===== src/rtl/mpa_sequencer.sv =====
// Multi-precision ALU sequencer: walks byte 0..L-1 through an external 8-bit ALU,
// chaining carry/borrow, writes each result byte and reports the final carry.
module mpa_sequencer #(
    parameter int ADDR_W = 3
) (
    input  logic              clk,
    input  logic              rst_n,
    input  logic              start,
    input  logic [3:0]        op,
    input  logic [ADDR_W:0]   len,
    input  logic              cin,
    output logic [ADDR_W-1:0] idx,
    input  logic [7:0]        a_data,
    input  logic [7:0]        b_data,
    output logic [3:0]        alu_op,
    output logic              alu_ci,
    output logic [7:0]        alu_a,
    output logic [7:0]        alu_b,
    input  logic [7:0]        alu_out,
    input  logic              alu_cy,
    output logic              res_we,
    output logic [ADDR_W-1:0] res_addr,
    output logic [7:0]        res_data,
    output logic              cy_ce,
    output logic              cy_flag,
    output logic              busy,
    output logic              done
);

    localparam logic [3:0]      OP_ADD  = 4'b0000;
    localparam logic [3:0]      OP_SUB  = 4'b0001;
    localparam logic [ADDR_W:0] MAX_LEN = {1'b1, {ADDR_W{1'b0}}};
    localparam logic [ADDR_W:0] LEN_ONE = {{ADDR_W{1'b0}}, 1'b1};

    typedef enum logic [1:0] {
        S_IDLE,
        S_RUN,
        S_DONE
    } state_e;

    state_e            state_q;
    logic [3:0]        op_q;
    logic [ADDR_W:0]   len_q;
    logic [ADDR_W-1:0] cnt_q;
    logic              carry_q;
    logic              busy_q;
    logic              done_q;
    logic              cy_ce_q;
    logic              cy_flag_q;

    logic [ADDR_W:0]   eff_len;
    logic              start_carry;
    logic              run;
    logic              last;
    logic [8:0]        b_plus_ci;
    logic              borrow;
    logic              carry_d;

    always_comb begin
        eff_len     = (len > MAX_LEN) ? MAX_LEN : len;
        start_carry = ((op == OP_ADD) || (op == OP_SUB)) ? cin : 1'b0;
        run         = (state_q == S_RUN);
        last        = ({1'b0, cnt_q} == (len_q - LEN_ONE));
        // Borrow compares in 9 bits so b=0xFF with borrow-in does not wrap.
        b_plus_ci   = {1'b0, b_data} + {8'b0, carry_q};
        borrow      = ({1'b0, a_data} < b_plus_ci);
        case (op_q)
            OP_ADD:  carry_d = alu_cy;
            OP_SUB:  carry_d = borrow;
            default: carry_d = 1'b0;
        endcase
    end

    always_ff @(posedge clk or negedge rst_n) begin
        if (!rst_n) begin
            state_q   <= S_IDLE;
            op_q      <= '0;
            len_q     <= '0;
            cnt_q     <= '0;
            carry_q   <= 1'b0;
            busy_q    <= 1'b0;
            done_q    <= 1'b0;
            cy_ce_q   <= 1'b0;
            cy_flag_q <= 1'b0;
        end else begin
            done_q  <= 1'b0;
            cy_ce_q <= 1'b0;
            case (state_q)
                S_IDLE: begin
                    if (start) begin
                        op_q    <= op;
                        len_q   <= eff_len;
                        cnt_q   <= '0;
                        carry_q <= start_carry;
                        busy_q  <= 1'b1;
                        if (eff_len != '0) begin
                            state_q <= S_RUN;
                        end else begin
                            state_q   <= S_DONE;
                            done_q    <= 1'b1;
                            cy_ce_q   <= 1'b1;
                            cy_flag_q <= start_carry;
                        end
                    end
                end
                S_RUN: begin
                    cnt_q   <= cnt_q + {{(ADDR_W-1){1'b0}}, 1'b1};
                    carry_q <= carry_d;
                    if (last) begin
                        state_q   <= S_DONE;
                        done_q    <= 1'b1;
                        cy_ce_q   <= 1'b1;
                        cy_flag_q <= carry_d;
                    end
                end
                S_DONE: begin
                    state_q   <= S_IDLE;
                    busy_q    <= 1'b0;
                    cy_flag_q <= 1'b0;
                end
                default: begin
                    state_q <= S_IDLE;
                    busy_q  <= 1'b0;
                end
            endcase
        end
    end

    // Datapath outputs pass through combinationally in RUN and are held at zero elsewhere.
    always_comb begin
        idx      = run ? cnt_q   : '0;
        alu_a    = run ? a_data  : '0;
        alu_b    = run ? b_data  : '0;
        alu_op   = run ? op_q    : '0;
        alu_ci   = run ? carry_q : 1'b0;
        res_we   = run;
        res_addr = run ? cnt_q   : '0;
        res_data = run ? alu_out : '0;
    end

    assign busy    = busy_q;
    assign done    = done_q;
    assign cy_ce   = cy_ce_q;
    assign cy_flag = cy_flag_q;

endmodule


===== config.mk =====
export PLATFORM = sky130hd
export DESIGN_NAME = mpa_sequencer
export DESIGN_NICKNAME = d
export VERILOG_FILES = /design/src/rtl/mpa_sequencer.sv
export SDC_FILE = /design/constraint.sdc
export NUM_CORES = 1
export LEC_CHECK = 0
export ABC_AREA = 0
export CAP_MARGIN = 25
export CORE_MARGIN = 2
export CORE_UTILIZATION = 44
export CTS_BUF_LIST = sky130_fd_sc_hd__clkbuf_8
export CTS_CLUSTER_SIZE = 16
export DETAILED_ROUTE_END_ITERATION = 10
export GPL_TIMING_DRIVEN = 0
export PLACE_DENSITY = 0.95
export SETUP_SLACK_MARGIN = 0.2
export SYNTH_ARGS = -nofsm -noshare
export SYNTH_HDL_FRONTEND = slang
export SYNTH_SLANG_ARGS = --single-unit

===== constraint.sdc =====
create_clock -name clk -period 4.74 [get_ports clk]
set_input_delay 0.474 -clock clk [delete_from_list [all_inputs] [get_ports clk]]
set_output_delay 0.474 -clock clk [all_outputs]
set_load 0.005 [all_outputs]

==> results.md <==
* Crit path DAT at approximately 2500 ps
* Setup repair bufs after CTS at 0
* Crit Path Max Fanout at 10
* Leading cell types in the layout, fill and taps excluded: clkdlybuf4s50_1, and2_1, dfrtp_1
* Final layout net count at 294
* Layout area overhead at 58.4%
* Critical R2R Capture: cy_flag
* Clk sink count at 17
* Slew @ Worst Pin at 790 ps
* Setup TNS at 0 ps
* R2R setup slack at approximately 2200 ps
* First-pass GRT wire length at roughly 6500 µm
* # rows at 21
* GRT Util Overall at a little under a quarter
* Die area at slightly below 4000 µm²
* Clock Skew at ~4.1 ps
* Synth area leaders: dfrtp_1, and2_1, ha_1
* Max transition margin at a little under half
* Period minus WS final at roughly 3000 ps
* Final slew viol count at 0
* DRC errors left at 0
* Most common cell after layout, fill and taps aside: clkdlybuf4s50_1
* Detail Route Antenna Nets at 0
* Vias post-DR at 1496
* Via density per instance at slightly above 5
* I/O pin count at 77
* CTS Hold Buffers Added at 0
* Worst setup path end: res_addr[0]
* Initial antenna violation count at 0
* Cell area after synthesis at around 1500 µm²
* Clock root buffer: clkbuf_8
* DPL Wire Length at about 3500 µm
* Yosys cell types at 38
* Place WS at roughly 1700 ps
* First-pass iteration count of the detailed router at 4
* CTS tree: built
* Worst skew pair latency at 260 ps
* #FFs+latches synth at 17
* Number of max-cap violations at 0
* RSZ-0062 raised after global routing: false
* FILL cells at about 260
* Worst setup SP type: flip-flop
* Layout cells sized above 1 at 9.50%
* Outcome: completed
* CTS H-tree depth at 1
* Leakage at roughly 0.96 nW
* Cell taking the most area after synthesis: dfrtp_1
* WP data required at 4270 ps
* Pwr Density at approximately 460 nW/µm²
* F_max at 335 MHz
* Cells after synthesis at around 160
* Final worst path period share at ~63%
* Max Buffers Root-to-Sink at 2
* Hold Crit Class: reg2reg
* Total CTS buffers at 3
* Ant. Diodes at 0
* Fin. Hold Viols at 0
* Peak VDD IR at 340 µV
* Chip height at 62.0 µm
* Synth top area share at between 20 and 30%
* Crit path capture type: output port
* Critical Setup Path Class: reg2out
* Routability congestion estimate from global placement at 0.917
* Post-CTS sizing at 0
* Largest net degree at the start of global routing at 18
* Drt wl/cell at 14.6 µm
* Port buffer count at 76
* Final Worst Setup Slack at between 1500 and 2000 ps
* Die width at about 62 µm
* Detailed-route wire length at approximately 4200 µm
* GRT Residual Overflow at 0
* Number of global-route vias before repair at 1440
* Reg-to-reg critical path startpoint: carry_q
* Initial Util at between 40% and 50%
* Worst R2R Path Depth at 9
* Worst setup path startpoint: state_q[1]
* Syn_nets at approximately 210
* Syn_area_per_cell at roughly 9 µm²
* Yosys synthesis warning count at 0
* Initial DRC Count at 39
* Final setup violation count at 0
* CTS clk-pin slew, worst paths at around 70 ps
* Placeable Area at roughly 3300 µm²
* Register area share after synthesis at around 29%
-- cells in the mapped netlist (all sizes together) --
library cell and number:
a211oi 2, a21oi 4, a221oi 1, a22o 1
a32o 1, a32oi 1, and2 34, and3 1
buf 4, clkbuf 5, dfrtp 17, ha 14
inv 10, mux2 6, mux2i 1, nand2 11
nand2b 4, nand3 3, nand4 4, nor2 5
nor3 1, nor3b 2, nor4 1, nor4b 1
o211ai 2, o21a 1, o21ai 6, o221ai 2
o22ai 2, o2bb2ai 1, o311ai 1, o32a 1
or4 1, xnor2 4, xor2 7
-- flip-flops by register name (all words and copies together) (netlist names) --
| signal | cells |
|---|---|
| busy | 1 |
| cy_ce | 1 |
| cy_flag | 1 |
| op_q | 4 |
| carry_q | 1 |
| state_q | 2 |
| len_q | 4 |
| cnt_q | 3 |
-- stage by stage --
stage	cell area (µm²)	util (%)	hold WS [ps]	total power (W)	cells
after floorplan	1480	-	178	0.000632	162
after global placement	2300	70.0	502	0.000919	284
after CTS	2350	71.4	531	0.00107	288
final	2350	71.4	535	0.00107	288
after global routing	2350	71.4	570	0.00114	288
after detailed placement	2300	70.0	516	0.000950	284
-- power breakdown --
part	total (W)	switching, W	leakage (nW)	internal [W]
logic	0.000687	0.000307	0.718	0.000380
clock network	0.000113	0.0000547	0.0255	0.0000585
registers	0.000268	0.0000606	0.216	0.000207
-- routing by layer --
layer  track usage, %  vias up  routed length (µm)
li1                 -      721                   -
met1             27.4      705                1640
met2             42.1       63                2230
met3             3.31        7                 297
met4             7.60        0                  55
met5                0        -                   0
-- how the worst min path moves through the flow --
stage          endpoint  cells past startpoint      from
2_1_floorplan      busy                      0     rst_n
3_3_place_gp   len_q[1]                      2  len_q[1]
3_5_place_dp    op_q[3]                      1   op_q[3]
4_1_cts         op_q[3]                      1   op_q[3]
5_1_grt         op_q[3]                      1   op_q[3]
6_report        op_q[3]                      1   op_q[3]
-- worst max-delay path: stages, from the launching register on --
cell,delay [ps]
dfrtp_1,370
inv_1,90
ha_1,300
clkbuf_1,370
clkbuf_1,330
and2_1,200
buf_4,100
clkdlybuf4s50_1,490
-- kinds of logic (layout without fill, tap and decap cells) --
family                     count (synthesis)  count (layout)  synth area share, %
DFF                                       17              17                 28.7
muxes                                      7               7                 5.24
and+or+nand+nor                           68              68                 28.3
buffers and inverters                     19              99                 5.83
AOI/OAI and AO/OA                         26              26                 13.6
adders and majority gates                 14              14                 11.8
xor gates and xnor gates                  11              11                 6.50
-- cell type report --
class	instances	area [µm²]	area share, %
repair buffers	76	761	32.4
well taps	46	57.6	2.45
plain buffers	9	48.8	2.08
multi-input cells	126	970	41.3
clock buffers	3	41.3	1.76
flip-flops and latches	17	425	18.1
inverters	10	37.5	1.60
clock inverters	1	5.00	0.213
(Power assumes the default switching activity.)
